$ cat src/rtl/rob_multi_commit.sv
// Reorder buffer that retires up to COMMIT_W ready entries per cycle in
// program order and flushes only on a mispredicted JUMP/BOTH entry.
//
// Ports:
//   clk_in, rst_in, rdy_in        clock, sync active-high reset, global enable
//   from_decoder / to_decoder_tag allocate at tail / tag of next allocation
//   from_rs_*                     RS writeback (op, rd, data, redirect, mispred)
//   from_lsb_*                    load data writeback
//   clear, to_if_pc               flush pulse and redirect PC
//   to_if_bsy, to_rs, free_cnt    issue-room flags and free entry count
//   to_reg_file*                  per-slot register write port
//   to_rs_update*                 per-slot operand broadcast
//   to_lsb, to_lsb_tag            store commit pulse and tag
module rob_multi_commit #(
    parameter int ROB_WIDTH   = 4,
    parameter int ROB_SIZE    = 2 ** ROB_WIDTH,
    parameter int COMMIT_W    = 2,
    parameter int AFULL_SLACK = 4
) (
    input  logic                            clk_in,
    input  logic                            rst_in,
    input  logic                            rdy_in,
    input  logic                            from_decoder,
    output logic [ROB_WIDTH-1:0]            to_decoder_tag,
    input  logic                            from_rs,
    input  logic [ROB_WIDTH-1:0]            from_rs_tag,
    input  logic [2:0]                      from_rs_op,
    input  logic [4:0]                      from_rs_rd,
    input  logic [31:0]                     from_rs_wdata,
    input  logic [31:0]                     from_rs_jump,
    input  logic                            from_rs_mispred,
    input  logic                            from_lsb,
    input  logic [ROB_WIDTH-1:0]            from_lsb_tag,
    input  logic [31:0]                     from_lsb_wdata,
    output logic                            clear,
    output logic [31:0]                     to_if_pc,
    output logic                            to_if_bsy,
    output logic                            to_rs,
    output logic [ROB_WIDTH:0]              free_cnt,
    output logic [COMMIT_W-1:0]             to_reg_file,
    output logic [5*COMMIT_W-1:0]           to_reg_file_rd,
    output logic [32*COMMIT_W-1:0]          to_reg_file_wdata,
    output logic [COMMIT_W-1:0]             to_rs_update,
    output logic [ROB_WIDTH*COMMIT_W-1:0]   to_rs_update_order,
    output logic [32*COMMIT_W-1:0]          to_rs_update_wdata,
    output logic                            to_lsb,
    output logic [ROB_WIDTH-1:0]            to_lsb_tag
);
    localparam logic [2:0] OP_WRITE = 3'd0;
    localparam logic [2:0] OP_JUMP  = 3'd1;
    localparam logic [2:0] OP_BOTH  = 3'd2;
    localparam logic [2:0] OP_LOAD  = 3'd3;
    localparam logic [2:0] OP_STORE = 3'd4;

    typedef logic [ROB_WIDTH-1:0] ptr_t;
    typedef logic [ROB_WIDTH:0]   cnt_t;

    localparam cnt_t SIZE_C = cnt_t'(ROB_SIZE);
    localparam logic [ROB_WIDTH+1:0] SLACK_C = (ROB_WIDTH+2)'(AFULL_SLACK);

    ptr_t  head;
    ptr_t  tail;
    cnt_t  busy_cnt;

    logic [ROB_SIZE-1:0] rdy_q;
    logic [ROB_SIZE-1:0] mis_q;
    logic [2:0]          op_q    [ROB_SIZE];
    logic [4:0]          rd_q    [ROB_SIZE];
    logic [31:0]         wdata_q [ROB_SIZE];
    logic [31:0]         jump_q  [ROB_SIZE];

    cnt_t                          n_ret;
    ptr_t                          slot;
    logic                          stop;
    logic                          store_seen;
    logic                          flush_nx;
    logic [31:0]                   pc_nx;
    logic [COMMIT_W-1:0]           we_nx;
    logic [COMMIT_W-1:0]           upd_nx;
    logic [5*COMMIT_W-1:0]         rd_nx;
    logic [32*COMMIT_W-1:0]        wd_nx;
    logic [ROB_WIDTH*COMMIT_W-1:0] ord_nx;
    logic                          lsb_nx;
    ptr_t                          lsb_tag_nx;
    logic                          alloc_ok;
    cnt_t                          busy_nx;
    logic                          bsy_nx;

    assign to_decoder_tag = tail;

    // Scan uses start-of-cycle state only, so same-cycle writebacks
    // to the head are picked up on the following cycle.
    always_comb begin
        n_ret      = '0;
        slot       = '0;
        stop       = 1'b0;
        store_seen = 1'b0;
        flush_nx   = 1'b0;
        pc_nx      = to_if_pc;
        we_nx      = '0;
        upd_nx     = '0;
        rd_nx      = '0;
        wd_nx      = '0;
        ord_nx     = '0;
        lsb_nx     = 1'b0;
        lsb_tag_nx = to_lsb_tag;
        for (int i = 0; i < COMMIT_W; i++) begin
            slot = head + ptr_t'(i);
            if (!stop) begin
                if (cnt_t'(i) >= busy_cnt || !rdy_q[slot] ||
                    (op_q[slot] == OP_STORE && store_seen)) begin
                    stop = 1'b1;
                end else begin
                    n_ret = n_ret + cnt_t'(1);
                    unique case (op_q[slot])
                        OP_WRITE, OP_LOAD, OP_BOTH: begin
                            upd_nx[i] = 1'b1;
                            we_nx[i]  = (rd_q[slot] != 5'd0);
                            rd_nx[5*i +: 5]   = rd_q[slot];
                            wd_nx[32*i +: 32] = wdata_q[slot];
                            ord_nx[ROB_WIDTH*i +: ROB_WIDTH] = slot;
                        end
                        OP_STORE: begin
                            lsb_nx     = 1'b1;
                            lsb_tag_nx = slot;
                            store_seen = 1'b1;
                        end
                        default: ;
                    endcase
                    // A mispredicted branch retires itself but nothing younger.
                    if ((op_q[slot] == OP_JUMP || op_q[slot] == OP_BOTH) &&
                        mis_q[slot]) begin
                        flush_nx = 1'b1;
                        pc_nx    = jump_q[slot];
                        stop     = 1'b1;
                    end
                end
            end
        end
    end

    assign alloc_ok = from_decoder && (busy_cnt != SIZE_C);
    assign busy_nx  = busy_cnt - n_ret + cnt_t'(alloc_ok);
    assign bsy_nx   = ({1'b0, busy_nx} + SLACK_C) < {1'b0, SIZE_C};

    always_ff @(posedge clk_in) begin
        if (rdy_in) begin
            if (rst_in || clear) begin
                head               <= '0;
                tail               <= '0;
                busy_cnt           <= '0;
                rdy_q              <= '0;
                clear              <= 1'b0;
                to_if_bsy          <= 1'b1;
                to_rs              <= 1'b1;
                free_cnt           <= SIZE_C;
                to_reg_file        <= '0;
                to_reg_file_rd     <= '0;
                to_reg_file_wdata  <= '0;
                to_rs_update       <= '0;
                to_rs_update_order <= '0;
                to_rs_update_wdata <= '0;
                to_lsb             <= 1'b0;
                to_lsb_tag         <= '0;
                if (rst_in) begin
                    to_if_pc <= '0;
                end
            end else begin
                head     <= head + n_ret[ROB_WIDTH-1:0];
                busy_cnt <= busy_nx;
                if (alloc_ok) begin
                    rdy_q[tail] <= 1'b0;
                    tail        <= tail + ptr_t'(1);
                end
                if (from_rs) begin
                    op_q[from_rs_tag]    <= from_rs_op;
                    rd_q[from_rs_tag]    <= from_rs_rd;
                    wdata_q[from_rs_tag] <= from_rs_wdata;
                    jump_q[from_rs_tag]  <= from_rs_jump;
                    mis_q[from_rs_tag]   <= from_rs_mispred;
                    rdy_q[from_rs_tag]   <= (from_rs_op != OP_LOAD);
                end
                // Placed after the RS write so LSB data wins on a tag clash.
                if (from_lsb) begin
                    wdata_q[from_lsb_tag] <= from_lsb_wdata;
                    rdy_q[from_lsb_tag]   <= 1'b1;
                end
                clear              <= flush_nx;
                to_if_pc           <= pc_nx;
                free_cnt           <= SIZE_C - busy_nx;
                to_if_bsy          <= bsy_nx;
                to_rs              <= bsy_nx;
                to_reg_file        <= we_nx;
                to_reg_file_rd     <= rd_nx;
                to_reg_file_wdata  <= wd_nx;
                to_rs_update       <= upd_nx;
                to_rs_update_order <= ord_nx;
                to_rs_update_wdata <= wd_nx;
                to_lsb             <= lsb_nx;
                to_lsb_tag         <= lsb_tag_nx;
            end
        end
    end

endmodule

$ cat config.mk
export PLATFORM = sky130hd
export DESIGN_NAME = rob_multi_commit
export DESIGN_NICKNAME = d
export VERILOG_FILES = /design/src/rtl/rob_multi_commit.sv
export SDC_FILE = /design/constraint.sdc
export NUM_CORES = 2
export LEC_CHECK = 0
export BUFFER_PORTS_ARGS = -buffer_cell sky130_fd_sc_hd__buf_2
export CORE_MARGIN = 4
export CORE_UTILIZATION = 30
export DETAILED_ROUTE_END_ITERATION = 10
export PLACE_DENSITY = 0.49
export SLEW_MARGIN = 25
export SYNTH_ARGS = -nofsm -noshare
export SYNTH_HDL_FRONTEND = slang
export SYNTH_SLANG_ARGS = --single-unit
$ cat constraint.sdc
create_clock -name clk_in -period 5.8 [get_ports clk_in]
set_clock_uncertainty 0.05 [all_clocks]
set_input_delay 0.29 -clock clk_in [delete_from_list [all_inputs] [get_ports clk_in]]
set_output_delay 0.29 -clock clk_in [all_outputs]
set_load 0.01 [all_outputs]
==> results_dict.tcl <==
set metrics [dict create \
    outcome "finished, final reports clean" \
    cts_setup_buffers 0 \
    cts_max_path_buffers 3 \
    clock-root-buffer "clkbuf_16" \
    seq_area_sq_um 39900 \
    tightestPinTransition_ns 1.12 \
    synth-seq-area-share 0.587 \
    dr.pass1.iters 5 \
    start_util 0.302 \
    crit_type "flip-flop to flip-flop" \
    nFillCells 21259 \
    worstSetupEndpointType "flip-flop" \
    r2r_setup_slack_ns 0.40 \
    hp-start "from_rs_tag[1]" \
    synth_cells 3703 \
    hpwl_um 128000 \
    hold_slack_ns 0.154 \
    syn2layout_area_growth_pct 17.3 \
    synth_seq_cells 1330 \
    io_pins 318 \
    die_h_um 484 \
    grt_overflow 0 \
    insertion_delay_ns 0.80 \
    cp.required_ns 6.21 \
    crit_top_cell "nor2_1" \
    die-area_sq_um 234000 \
    syn_area_per_cell_sq_um 18.4 \
    clk_pin_slew_worst_paths_ns 0.06 \
    period_needed_ns 5.40 \
    r2r_end "free_cnt[4]$_SDFFCE_PN1P_" \
    final_common_cell "edfxtp_1" \
    grt_antenna_before_repair 34 \
    grt_usage 0.191 \
    drtIter0Drc 3848 \
    min-delay-path-class "input pin to flip-flop" \
    nets 4177 \
    hold_viol 0 \
    pwr_density_cell_nw_per_um2 315 \
    yosysWarningCount 0 \
    cpMaxStageDelayCell "a221oi_1" \
    crit_chain "ha_4 -> xor2_4 -> mux4_2 -> or3b_2 -> a221oi_1 -> nor2_1 -> nor2_1 -> nor2_1 -> ha_1 -> a21oi_1 -> nor2_1 -> ha_1 -> inv_1 -> ha_1 -> fa_1 -> a21oi_1 -> nor2_1 -> nor2_1 -> xnor2_1 -> xnor2_1 -> nand2_1" \
    max_freq_ghz 0.185 \
    synth-edff-count 1326 \
    layout_common_cells "edfxtp_1, mux4_2, mux2_2" \
    async_reset_ff_frac 0 \
    viasPerCell 5.53 \
    place_congestion 0.762 \
    timing.final.crit_share 0.932 \
    crit_fanout 10 \
    numCtsBuffers 159 \
    cp_data_arrival_time_ns 5.81 \
    cts_sinks 1330 \
    yosys.cell_types.count 54 \
    start_kind "flip-flop" \
    leakage_nw 25.4 \
    hold_depth 4 \
    ant_nets 0 \
    drive_gt1_frac 0.486 \
    reg2regPathDepth 21 \
    io_buffers 317 \
    multi_input_area_sq_um 26600 \
    timing.rr.start "head[0]$_SDFFCE_PN0P_" \
    dr_total_vias 39660 \
    cts_max_level 4 \
    wirelength_um 228000 \
    cap_violations 0 \
    worstHoldEndpoint "rdy_q[14]$_SDFFCE_PN0P_" \
    fp.dieW_um 484 \
    cts_tree "yes" \
    critPathMaxStageDelay_ns 0.51 \
    wire_per_inst_um 31.7 \
    rsz0062_at_grt "false" \
    grt_pass1_wl_um 322000 \
    ys.flop_type "edfxtp_1" \
    rows 174 \
    grt_max_degree 93 \
    finalSetupTns_ns 0 \
    core-area_sq_um 225000 \
    synth_fp_nets 3841 \
    drv_slew 0 \
    netlist_area_sq_um 68000 \
    ir_drop_mv 0.253 \
    drc 0 \
    grt_pass1_vias 41067 \
    max_slew_margin 0.252 \
    finalSetupViolCount 0 \
]
[per-stage QoR]
| step | worst slack, ns | std cells | power (mW) | instance area [sq um] | utilization |
|---|---|---|---|---|---|
| 6_report | 0.397 | 7178 | 25.1 | 79700 | 0.354 |
| 5_1_grt | 0.0581 | 7167 | 26.1 | 79700 | 0.354 |
| 4_1_cts | 0.228 | 7159 | 25.4 | 79600 | 0.354 |
| 3_5_place_dp | 0.300 | 6726 | 15.4 | 73100 | 0.325 |
| 3_3_place_gp | 0.300 | 6725 | 15.4 | 73100 | 0.325 |
| 2_1_floorplan | 0.432 | 3703 | 14.0 | 68000 | - |
[report_power, final]
| part | total (mW) | switching [mW] | internal (mW) |
|---|---|---|---|
| Sequential | 10.9 | 0.128 | 10.7 |
| Clock | 9.87 | 4.23 | 5.64 |
| Combinational | 4.40 | 2.35 | 2.05 |
[area by class of cell]
| class | instances | share of cell area |
|---|---|---|
| multi-input combinational | 1936 | 0.334 |
| timing repair buffer | 590 | 0.0527 |
| sequential | 1330 | 0.501 |
| clock buffer | 190 | 0.0522 |
| clock inverter | 101 | 0.0119 |
| antenna | 17 | 0.000534 |
| inverter | 22 | 0.00107 |
| tap | 2992 | 0.0470 |
[cell families after synthesis]
logic type | share of synthesized area
DFF | 0.587
xor gates and xnor gates | 0.00206
buffers and inverters | 0.0292
and+or+nand+nor | 0.0302
adders and majority gates | 0.00372
muxes | 0.323
AOI/OAI and AO/OA | 0.0247
[routing by layer]
| metal | up-vias | routed length, um | GRT usage |
|---|---|---|---|
| li1 | 16139 | - | - |
| met3 | 319 | 13000 | 0.0296 |
| met5 | - | 28 | 0 |
| met1 | 21748 | 99600 | 0.266 |
| met2 | 1448 | 109000 | 0.310 |
| met4 | 6 | 5790 | 0.0534 |
[worst max path at each step]
stage,start,endpoint,depth (start not counted)
floorplan,head[1]$_SDFFCE_PN0P_,free_cnt[4]$_SDFFCE_PN1P_,22
global placement,head[0]$_SDFFCE_PN0P_,free_cnt[4]$_SDFFCE_PN1P_,20
detailed placement,head[0]$_SDFFCE_PN0P_,free_cnt[4]$_SDFFCE_PN1P_,20
CTS,head[0]$_SDFFCE_PN0P_,free_cnt[4]$_SDFFCE_PN1P_,20
global route,head[0]$_SDFFCE_PN0P_,free_cnt[4]$_SDFFCE_PN1P_,22
finish,head[0]$_SDFFCE_PN0P_,free_cnt[4]$_SDFFCE_PN1P_,21
[registers in the layout (all words and copies together), names as in the netlist, 10 cells and up, named ones only]
name / flops
jump_q: 512
mis_q: 16
to_rs_update_wdata: 64
wdata_q: 512
rd_q: 80
to_if_pc: 32
rdy_q: 16
to_reg_file_rd: 10
op_q: 48
[what timing repair did]
action	in CTS	in global routing
resized for setup	0	3
hold endpoints to repair	1197	0
hold buffers	142	0
setup endpoints to repair	0	3
[cells in the mapped netlist, types with 16 or more instances]
| master | count | area share |
|---|---|---|
| nor2b_1 | 50 | 0.0046 |
| a22oi_1 | 18 | 0.0020 |
| o221ai_1 | 18 | 0.0023 |
| or2_2 | 40 | 0.0037 |
| edfxtp_1 | 1326 | 0.59 |
| mux2_2 | 517 | 0.086 |
| o41ai_1 | 32 | 0.0041 |
| and3_1 | 33 | 0.0030 |
| buf_2 | 36 | 0.0027 |
| buf_4 | 67 | 0.0074 |
| clkbuf_1 | 248 | 0.014 |
| mux4_2 | 695 | 0.23 |
| inv_1 | 20 | 0.0011 |
| buf_1 | 58 | 0.0032 |
| ha_1 | 17 | 0.0031 |
| a21oi_1 | 56 | 0.0041 |
| mux2i_1 | 48 | 0.0071 |
| nand2_1 | 172 | 0.0095 |
| o21ai_0 | 16 | 0.0012 |
| a311oi_2 | 32 | 0.0071 |
| nor2_1 | 91 | 0.0050 |
[worst max-delay path: cells and delay by family (launching register included)]
| kind | cells | cell delay [ns] |
|---|---|---|
| adders and majority gates | 5 | 1.51 |
| and+or+nand+nor | 8 | 1.10 |
| AOI/OAI and AO/OA | 3 | 0.78 |
| xor gates and xnor gates | 3 | 0.73 |
| DFF | 1 | 0.45 |
| muxes | 1 | 0.39 |
| buffers and inverters | 1 | 0.04 |
Note: power is estimated with default switching activity, not from simulation.
